--- config.mk ---
export PLATFORM = sky130hd
export DESIGN_NAME = dg0050_pc_stack
export DESIGN_NICKNAME = d
export VERILOG_FILES = /design/src/rtl/dg0050_pkg.sv /design/src/rtl/dg0050_stack_cell.sv /design/src/rtl/dg0050_pc_stack.sv
export SDC_FILE = /design/constraint.sdc
export NUM_CORES = 1
export LEC_CHECK = 0
export CORE_MARGIN = 4
export CORE_UTILIZATION = 41
export CTS_CLUSTER_DIAMETER = 50
export DETAILED_ROUTE_END_ITERATION = 8
export SLEW_MARGIN = 20
export SYNTH_ARGS = -nofsm -noshare
export SYNTH_HDL_FRONTEND = slang
export SYNTH_SLANG_ARGS = --single-unit
--- constraint.sdc ---
create_clock -name clk -period 5.4 [get_ports clk]
set_clock_uncertainty 0.05 [all_clocks]
set_input_delay 1.08 -clock clk [delete_from_list [all_inputs] [get_ports clk]]
set_output_delay 1.08 -clock clk [all_outputs]
set_load 0.03 [all_outputs]
--- src/rtl/dg0050_pkg.sv ---
`default_nettype none
// ============================================================================
// Module   : dg0050_pkg
// Purpose  : Shared types and defaults for the dg0050 return-address stack:
//            stack operation encoding, per-cell mux select and default sizes.
// Revision : 1.0 - initial release
// ============================================================================
package dg0050_pkg;

  localparam int c_default_addr_w = 10;
  localparam int c_default_depth  = 5;

  // Stack operation, encoded directly as {push, pop}
  typedef enum logic [1:0] {
    NONE    = 2'b00,
    POP     = 2'b01,
    PUSH    = 2'b10,
    REPLACE = 2'b11
  } stack_op_e;

  // Per-cell next-value source
  typedef enum logic [1:0] {
    CELL_HOLD       = 2'b00,
    CELL_LOAD       = 2'b01,
    CELL_FROM_ABOVE = 2'b10,
    CELL_FROM_BELOW = 2'b11
  } cell_sel_e;

  function automatic stack_op_e decode_op(input logic push, input logic pop);
    return stack_op_e'({push, pop});
  endfunction

endpackage
`default_nettype wire

--- src/rtl/dg0050_stack_cell.sv ---
`default_nettype none
// ============================================================================
// Module   : dg0050_stack_cell
// Purpose  : One stack entry: an ADDR_W register whose next value is chosen
//            from hold / load / entry above / entry below.
// Revision : 1.0 - initial release
// ============================================================================
module dg0050_stack_cell
  import dg0050_pkg::*;
#(
  parameter int ADDR_W = c_default_addr_w
) (
  input  logic              clk,
  input  logic              rst_n,
  input  cell_sel_e         sel,
  input  logic [ADDR_W-1:0] load_val,
  input  logic [ADDR_W-1:0] from_above,
  input  logic [ADDR_W-1:0] from_below,
  output logic [ADDR_W-1:0] q
);

  logic [ADDR_W-1:0] r_q;

  // Entry register with four-way next-value mux
  always_ff @(posedge clk or negedge rst_n) begin
    if (!rst_n) begin
      r_q <= '0;
    end else begin
      case (sel)
        CELL_LOAD:       r_q <= load_val;
        CELL_FROM_ABOVE: r_q <= from_above;
        CELL_FROM_BELOW: r_q <= from_below;
        default:         r_q <= r_q;
      endcase
    end
  end

  assign q = r_q;

endmodule
`default_nettype wire

--- src/rtl/dg0050_pc_stack.sv ---
`default_nettype none
// ============================================================================
// Module   : dg0050_pc_stack
// Purpose  : Shift-structured return-address stack (CALL/RET) with saturating
//            occupancy count and optional sticky overflow/underflow flags.
//            Define DG0050_PC_STACK_ERR_FLAGS_EN to build the ovf/unf flags;
//            otherwise they are tied low and clr_err is ignored.
// Revision : 1.0 - initial release
// ============================================================================
module dg0050_pc_stack
  import dg0050_pkg::*;
#(
  parameter int ADDR_W = c_default_addr_w,
  parameter int DEPTH  = c_default_depth
) (
  input  logic                       clk,
  input  logic                       rst_n,
  input  logic                       push,
  input  logic                       pop,
  input  logic [ADDR_W-1:0]          push_addr,
  input  logic                       clr_err,
  output logic [ADDR_W-1:0]          top_addr,
  output logic [$clog2(DEPTH+1)-1:0] count,
  output logic                       empty,
  output logic                       full,
  output logic                       ovf,
  output logic                       unf
);

  localparam int                 c_cnt_w = $clog2(DEPTH + 1);
  localparam logic [c_cnt_w-1:0] c_depth = c_cnt_w'(DEPTH);
  localparam logic [c_cnt_w-1:0] c_one   = c_cnt_w'(1);

  stack_op_e          w_op;
  logic [c_cnt_w-1:0] r_count;
  logic               w_empty;
  logic               w_full;
  logic [ADDR_W-1:0]  w_e [DEPTH];

  assign w_op    = decode_op(push, pop);
  // Status comes only from the registered count, never from the inputs
  assign w_empty = (r_count == '0);
  assign w_full  = (r_count == c_depth);

  // Entry 0 is the top; higher indices are older return addresses
  generate
    for (genvar i = 0; i < DEPTH; i++) begin : g_cell
      logic [ADDR_W-1:0] w_above;
      logic [ADDR_W-1:0] w_below;
      cell_sel_e         w_sel;

      if (i == 0) begin : g_top
        assign w_above = w_e[0];
      end else begin : g_inner_above
        assign w_above = w_e[i-1];
      end

      // Bottom entry feeds itself so a pop duplicates it
      if (i == DEPTH - 1) begin : g_bottom
        assign w_below = w_e[i];
      end else begin : g_inner_below
        assign w_below = w_e[i+1];
      end

      // Select this entry's next-value source from the decoded operation
      always_comb begin
        w_sel = CELL_HOLD;
        case (w_op)
          PUSH: begin
            if (i == 0) w_sel = CELL_LOAD;
            else        w_sel = CELL_FROM_ABOVE;
          end
          REPLACE: begin
            if (i == 0) w_sel = CELL_LOAD;
          end
          POP: begin
            if (!w_empty) w_sel = CELL_FROM_BELOW;
          end
          default: w_sel = CELL_HOLD;
        endcase
      end

      dg0050_stack_cell #(
        .ADDR_W (ADDR_W)
      ) u_cell (
        .clk        (clk),
        .rst_n      (rst_n),
        .sel        (w_sel),
        .load_val   (push_addr),
        .from_above (w_above),
        .from_below (w_below),
        .q          (w_e[i])
      );
    end
  endgenerate

  // Occupancy: saturating increment on push, guarded decrement on pop
  always_ff @(posedge clk or negedge rst_n) begin
    if (!rst_n) begin
      r_count <= '0;
    end else begin
      case (w_op)
        PUSH:    if (!w_full)  r_count <= r_count + c_one;
        POP:     if (!w_empty) r_count <= r_count - c_one;
        default: r_count <= r_count;
      endcase
    end
  end

`ifdef DG0050_PC_STACK_ERR_FLAGS_EN
  logic r_ovf;
  logic r_unf;

  // Sticky error flags; a new error outranks a same-cycle clear
  always_ff @(posedge clk or negedge rst_n) begin
    if (!rst_n) begin
      r_ovf <= 1'b0;
      r_unf <= 1'b0;
    end else begin
      if ((w_op == PUSH) && w_full)      r_ovf <= 1'b1;
      else if (clr_err)                  r_ovf <= 1'b0;
      if ((w_op == POP) && w_empty)      r_unf <= 1'b1;
      else if (clr_err)                  r_unf <= 1'b0;
    end
  end

  assign ovf = r_ovf;
  assign unf = r_unf;
`else
  logic w_unused_clr_err;

  assign w_unused_clr_err = clr_err;
  assign ovf              = 1'b0;
  assign unf              = 1'b0;
`endif

  assign top_addr = w_e[0];
  assign count    = r_count;
  assign empty    = w_empty;
  assign full     = w_full;

endmodule
`default_nettype wire

* Yosys cells after proc, flatten, opt, wreduce, memory -nomap -nowiden
Cells that the tools add are included.
Cells by class: shifts and indexed selects 0, multiplexer cells 11, bitwise logic cells 0, equality and inequality tests 11, divide/modulo/power cells 0, $mul 0, reduce and logical (&&, ||, !) cells 7, magnitude comparators 0, add/sub/neg operators 2
Operators by type and width (count):
- 10-bit one-hot mux with 3 select lines | 3
- 10-bit one-hot mux with 2 select lines | 2
- 2-bit equality test (second input constant) | 5
- 2-bit one-hot mux with 2 select lines | 2
- 2-bit by 1-bit equality test with 1-bit output (second input constant) | 3
- 3-bit two-way mux | 2
- 3-bit one-hot mux with 2 select lines | 1
- 2-bit nonzero test | 3
- 2-bit inequality test (second input constant) | 2
- 3-bit by 1-bit adder with 3-bit output (second input constant) | 1
- 3-bit equality test (second input constant) | 1
- 3-bit logical NOT | 1
- 3-bit AND reduction | 1
- 3-bit nonzero test | 1
- 3-bit by 1-bit subtractor with 3-bit output (second input constant) | 1
- 2-bit two-way mux | 1
- 2-bit OR reduction | 1
Word-level totals: memories kept 0, memory bits (writable) 0, bits in read-only memories 0, bits in registers 53, word-level logic and storage cells 37, bits in latches 0, output and inout port bits 17, bits of input ports 15

* Depth between registers and ports, before layout
Gate-level depths: netlist (run 1).
word-level depth 5, mapped depth 7, depth with buffers taken out 7

* Modules after synthesis
Synthesis (run 1) repeated with hierarchy kept, for this count alone.
Second synthesis, totals: cells, all modules 149, area, all modules 2806.4 um2
By module, submodules not included:
- dg0050_stack_cell | times used 5, cells each 22, area each 491.7 um2, sequential area each 250.2 um2
- dg0050_pc_stack | times used 1, cells each 39, area each 347.8 um2, sequential area each 75.1 um2

* Worst setup path after synthesis (run 1)
No wires, ideal clock.
path kind input to register, start point input port push, end point register r_count[2], in the netlist count[2], stages on the path 7, buffers on the path 0, library setup time 0.066 ns, data required time 5.284 ns, data arrival time 2.629 ns, setup slack 2.656 ns, cell sequence inv_1 -> ha_1 -> xor2_1 -> ha_1 -> or4b_2 -> nand3_1 -> a221o_1
Between the ends: longest elaborated chain between the ends 3, elaborated cells between the ends (all ways) 7, classes of those cells eq/ne: 4; mux: 1; reduce/logical: 2
RTL lines:
- start, declared | line dg0050_pc_stack.sv:18 | input logic push,
- 2-bit equality test / 2-bit by 1-bit equality test with 1-bit output (equally long branches) | line dg0050_pc_stack.sv:102 | case (w_op)
- 2-bit inequality test (no line) / 2-bit nonzero test (equally long branches)
- 3-bit AND reduction (no line)
- end signal, assigned | line dg0050_pc_stack.sv:103 | PUSH: if (!w_full) r_count <= r_count + c_one;
- end signal, assigned | line dg0050_pc_stack.sv:104 | POP: if (!w_empty) r_count <= r_count - c_one;
- end signal, assigned | line dg0050_pc_stack.sv:105 | default: r_count <= r_count;
- end, declared | line dg0050_pc_stack.sv:35 | logic [c_cnt_w-1:0] r_count;
Several ways; a longest one is shown, not always the timed one. A chain may end at the register's enable or synchronous reset.

* Worst setup path after layout (run 1)
start point input port push, end point register g_cell[0].u_cell.r_q[7]
Between the ends: longest elaborated chain between the ends 5, elaborated cells between the ends (all ways) 9, classes of those cells eq/ne: 5; mux: 2; reduce/logical: 2
RTL lines:
- 2-bit equality test | line dg0050_pc_stack.sv:68 | case (w_op)
- 2-bit OR reduction (no line)
- 2-bit one-hot mux with 2 select lines (*) | line dg0050_pc_stack.sv:68
- 2-bit equality test / 2-bit by 1-bit equality test with 1-bit output (equally long branches) | line dg0050_stack_cell.sv:29 | case (sel)
- 10-bit one-hot mux with 2 select lines / 2-bit nonzero test (equally long branches)
- end signal, assigned | line dg0050_stack_cell.sv:30 | CELL_LOAD: r_q <= load_val;
- end signal, assigned | line dg0050_stack_cell.sv:31 | CELL_FROM_ABOVE: r_q <= from_above;
- end signal, assigned | line dg0050_stack_cell.sv:32 | CELL_FROM_BELOW: r_q <= from_below;
- end, declared | line dg0050_stack_cell.sv:22 | logic [ADDR_W-1:0] r_q;
Mark *: on every way between the ends. The rest lies on a longest branch, timed or not.

==> run metrics, run 1 <==
Yosys warning count=0; most common cell after layout, fill and taps aside=nand3_1; Reg clk slew, reported paths=100 ps; Worst-Margin Slew=1031 ps; GR Overflow Total=0; initial cell density of the core=42.38%; final hold slack=455.4 ps; # placed instances=444; Yosys cell types=35; chip width=94.82 um; final hold vios=0; fin crit period=3594 ps; Power Density=392.6 nW/um2; commonest cells after routing, fill and taps aside=61 x nand3_1, 53 x dfrtp_1, 43 x nand2_1; post-synthesis sequential area ratio=42.91%; Max VDD drop=0.1897 mV; cell area after synthesis=3090 um2; initial antenna violation count=0; final core utilization=47.94%; Fin Setup TNS=0 ps; area growth from synthesis to layout=13.12%; Multi-input gate area=1587 um2; CTS sink cnt=53; register area=1326 um2; vias in the first global route=2,618; GP Congestion=0.7391; CTS Buffer Depth=2; htree depth=2; syn avg cell area=8.984 um2; global-route wire length before repair=12,840 um; CP Max Fanout=61; hold_buf cts=0; endpoints failing setup=0; EDFF count, synth=0; max-slew violation count=0; Final Instance Count excl. Fillers=452; WL final=7646 um; pin count of the biggest net entering global routing=62; LEAKAGE=1.316 nW; share of cells above drive strength 1=5.382%; required time worst endpoint=5590 ps; fmax=278.3 MHz; Routed WL per cell=16.92 um; post-cts sizing count=0; RSZ-0062 raised after global routing=false; period utilisation layout=66.55%; # fillers=714; Core Box Area=7292 um2; Main synth FF type=dfrtp_1; GRT Resource Usage Total=17.90%; number of antenna repair diodes=0; Min-Delay Path Class=reg2reg; Worst EP arrival=3790 ps; critical path type=in2reg; die height=94.82 um; row cnt=31; Mapped Cells=344; port bufs=28; outcome=complete, no violations; Num CTS Buffers=5; Clock Latency Late Sink=310 ps; first drt pass iteration count=5; Slew HR=31.29%; CP Launch Type=primary input; Residual DRC=0; nets=374; Via-to-Cell Ratio=6.053; CTS tree=built; post-CTS setup buffer count=0; Final ANT Viol Nets=0; Max-cap violations=0; via count=2,736; FF+latch count, synth=53; IO Pins=32; crit end category=flip-flop; Clk Tree Root Cell=clkbuf_8; dpl hpwl=4483 um; total die area=8991 um2; Initial DRC Count=180; Async S/R FF share, synth=100.0%
worst paths after layout:
| path | slack [ps] | cells past startpoint | to | from |
|---|---|---|---|---|
| setup / recovery | 1810 | 7 | g_cell[0].u_cell.q[7] | push |
| hold / removal | 460 | 1 | g_cell[3].u_cell.q[4] | g_cell[4].u_cell.q[4] |
| setup reg to reg | 3100 | 4 | g_cell[0].u_cell.q[5] | count[1] |
| hold reg to reg | 460 | 1 | g_cell[3].u_cell.q[4] | g_cell[4].u_cell.q[4] |
| max in group asynchronous | 3980 | 2 | g_cell[2].u_cell.q[4] | rst_n |
| min in group asynchronous | 840 | 2 | g_cell[3].u_cell.q[0] | rst_n |
synthesized netlist by cell type, types with 2 or more instances:
library cell	instances	area, um2
nand3_1	61	305.3
dfrtp_1	53	1326
nand2_1	43	161.4
or3_1	42	262.8
a32o_1	30	300.3
clkbuf_1	22	82.58
nor2_1	13	48.80
a31oi_1	10	62.56
nand2b_1	10	62.56
o221a_1	10	112.6
buf_2	7	35.03
ha_1	7	87.58
inv_1	6	22.52
buf_1	4	15.01
and3_1	3	18.77
a21oi_1	2	10.01
buf_4	2	15.01
o31a_1	2	17.52
area by class of cell:
type	instances	share of cell area [%]
Clock inverter	1	0.1432
Multi-Input combinational cell	250	45.38
Sequential cell	53	37.94
Clock buffer	7	2.756
Tap cell	99	3.543
Inverter	6	0.6442
Timing Repair Buffer	36	9.592
flip-flops by register name, summed over array words and instances (netlist names):
signal	flops
g_cell.u_cell.q	50
count	3
power by group:
group	total [mW]	internal (mW)	switching (mW)
clock network	0.250	0.116	0.134
logic	0.503	0.238	0.265
registers	0.619	0.509	0.111
layer usage:
metal,GRT usage (%),share of wire (%)
met4,2.885,0.58
met1,24.01,46
met5,0,0
met2,30.83,47
met3,2.948,6.2
stage by stage:
stage          area [um2]  setup slack, ps  power, mW
5_1_grt              3496             1589      1.457
4_1_cts              3496             1794      1.382
3_5_place_dp         3395             1465      1.130
2_1_floorplan        3094             2656     0.9688
3_3_place_gp         3395             1502      1.120
6_report             3496             1806      1.372
logic make-up after synthesis:
logic type      synth area share [%]
flops                          42.91
fa+ha+maj                      2.834
compound gates                 18.46
buf+inv                        5.870
other cells                   0.1213
xor+xnor                      0.2835
simple gates                   29.51
critical path, cell delays in order:
cell and delay, ps:
clkdlybuf4s50_1 470, inv_1 150, ha_1 610, o31a_1 240
buf_4 450, or3_1 510, o221a_1 260
(Power assumes the default switching activity.)
==> run 2, diff against run 1 <==
==> constraint.sdc (replaced) <==
create_clock -name clk -period 3.35 [get_ports clk]
set_clock_uncertainty 0.05 [all_clocks]
set_input_delay 0.67 -clock clk [delete_from_list [all_inputs] [get_ports clk]]
set_output_delay 0.67 -clock clk [all_outputs]
set_load 0.03 [all_outputs]
==> run 2 against run 1 <==
Effect of this change:
- combinational power grew 63%
- first-iteration DRC count grew 3.9%
- worst hold slack lost 120 ps
- critical path depth shrank 4
- non-clock buffer count grew 8
- utilization grew 1.0 points
- final cell count grew 1.5%
- sequential power grew 62%
- die area is the same
- total power grew 65%
- count of clock-buffer cells in the layout shrank 2
- register-to-register slack lost 1700 ps
- critical path type is now reg2out
- largest power group unchanged
==> run metrics, run 2 (synthesized netlist as in run 1, its figures left out) <==
Worst EP arrival=2060 ps; htree depth=2; GR Overflow Total=0; period utilisation layout=83.09%; dpl hpwl=4936 um; pin count of the biggest net entering global routing=61; gr busiest metal=met2; P_sw=827.7 uW; global-route wire length before repair=13,230 um; Post-DP Area=3467 um2; share of cells above drive strength 1=7.222%; grt met3 use=2.948%; commonest cells after routing, fill and taps aside=61 x nand3_1, 53 x dfrtp_1, 43 x nand2_1; via count=2,725; Residual DRC=0; first drt pass iteration count=5; port bufs=28; crit end category=primary output; CP Max Fanout=12; combinational power share=36.4%; post-CTS setup buffer count=0; Clk Tree Root Cell=clkbuf_8; post-route setup slack=566.6 ps; Core Box Area=7292 um2; GP Congestion=0.7223; initial antenna violation count=0; final hold vios=0; hold_buf cts=0; LEAKAGE=1.359 nW; outcome=complete, no violations; endpoints failing setup=0; Clk pwr share=19.3%; FF-to-FF path depth=3; Net Sw Frac=36.65%; IO Pins=32; P_int=1.431 mW; CTS tree=built; chip width=94.82 um; Via-to-Cell Ratio=5.937; Clock Latency Late Sink=310 ps; critical path type=reg2out; vias in the first global route=2,751; met2 GRT Util=30.95%; required time worst endpoint=2630 ps; nets=382; post-cts sizing count=0; area growth from synthesis to layout=15.55%; fmax=359.3 MHz; initial cell density of the core=42.38%; R2R Setup Slk=1370 ps; Flop pwr share=44.3%; M1 GR Usage=24.71%; Min-Delay Path Class=in2async; max-slew violation count=0; total die area=8991 um2; Max-cap violations=0; Initial DRC Count=187; RSZ-0062 raised after global routing=false; CTS Buffer Depth=2; Routed WL per cell=16.86 um; Num CTS Buffers=5; Max VDD drop=0.2795 mV; GRT Resource Usage Total=18.57%; CP Launch Type=flip-flop; final hold slack=335.0 ps; number of antenna repair diodes=0; Worst R2R Start=count[1]; final instance area=3571 um2; die height=94.82 um; Final ANT Viol Nets=0; fin crit period=2783 ps; FF-to-FF End=g_cell[0].u_cell.q[3]; CTS sink cnt=53; max FFs per register=50; final core utilization=48.97%; most common cell after layout, fill and taps aside=nand3_1; Critical path origin=count[1]; Reg clk slew, reported paths=100 ps; WL final=7740 um; Power Density=632.4 nW/um2; row cnt=31; dpl ws=314.2 ps; Slew HR=55.06%; Fin Setup TNS=0 ps; Worst-Margin Slew=674.2 ps
-- run 2: cell count changes in the layout (fill, tap and decap cells not counted), sizes merged --
cell    before  now
bufinv       0    1
clkbuf       7    5
buf          9   17
-- run 2: area by class of cell --
cell class / count / area (um2)
clock inverters: 2 / 35.03
repair buffers: 44 / 407.9
well taps: 99 / 123.9
fillers: 724 / 3721
clock buffers: 5 / 68.82
inverters: 6 / 22.52
flip-flops and latches: 53 / 1326
multi-input cells: 250 / 1587
-- run 2: how the worst max path moves through the flow --
stage,depth (start not counted),to
after floorplan,7,count[2]
after global placement,8,count[2]
after detailed placement,8,count[2]
after CTS,3,empty
after global routing,3,empty
final,3,empty
-- run 2: critical path, cell delays in order, from the launching register on --
cell and delay [ps]:
dfrtp_1 520, or3_1 480, inv_1 80, clkdlybuf4s50_1 670
-- run 2: per-stage QoR --
stage | instances | total power [mW]
3_5_place_dp | 452 | 1.833
2_1_floorplan | 345 | 1.562
6_report | 459 | 2.258
5_1_grt | 459 | 2.414
3_3_place_gp | 452 | 1.820
4_1_cts | 459 | 2.280
-- run 2: power groups by stage --
stage                     clock (mW)  combinational, mW  sequential, mW
final                          0.435              0.822            1.00
after floorplan                    0              0.529            1.03
after global routing           0.468              0.908            1.04
after CTS                      0.450              0.829            1.00
after detailed placement           0              0.823            1.01
after global placement             0              0.815            1.01
-- run 2: metal layers --
layer	part of all wire (%)	wire length (um)
met1	47	3670
met2	47	3609
met3	4.7	362
met4	1.3	97
met5	0	0
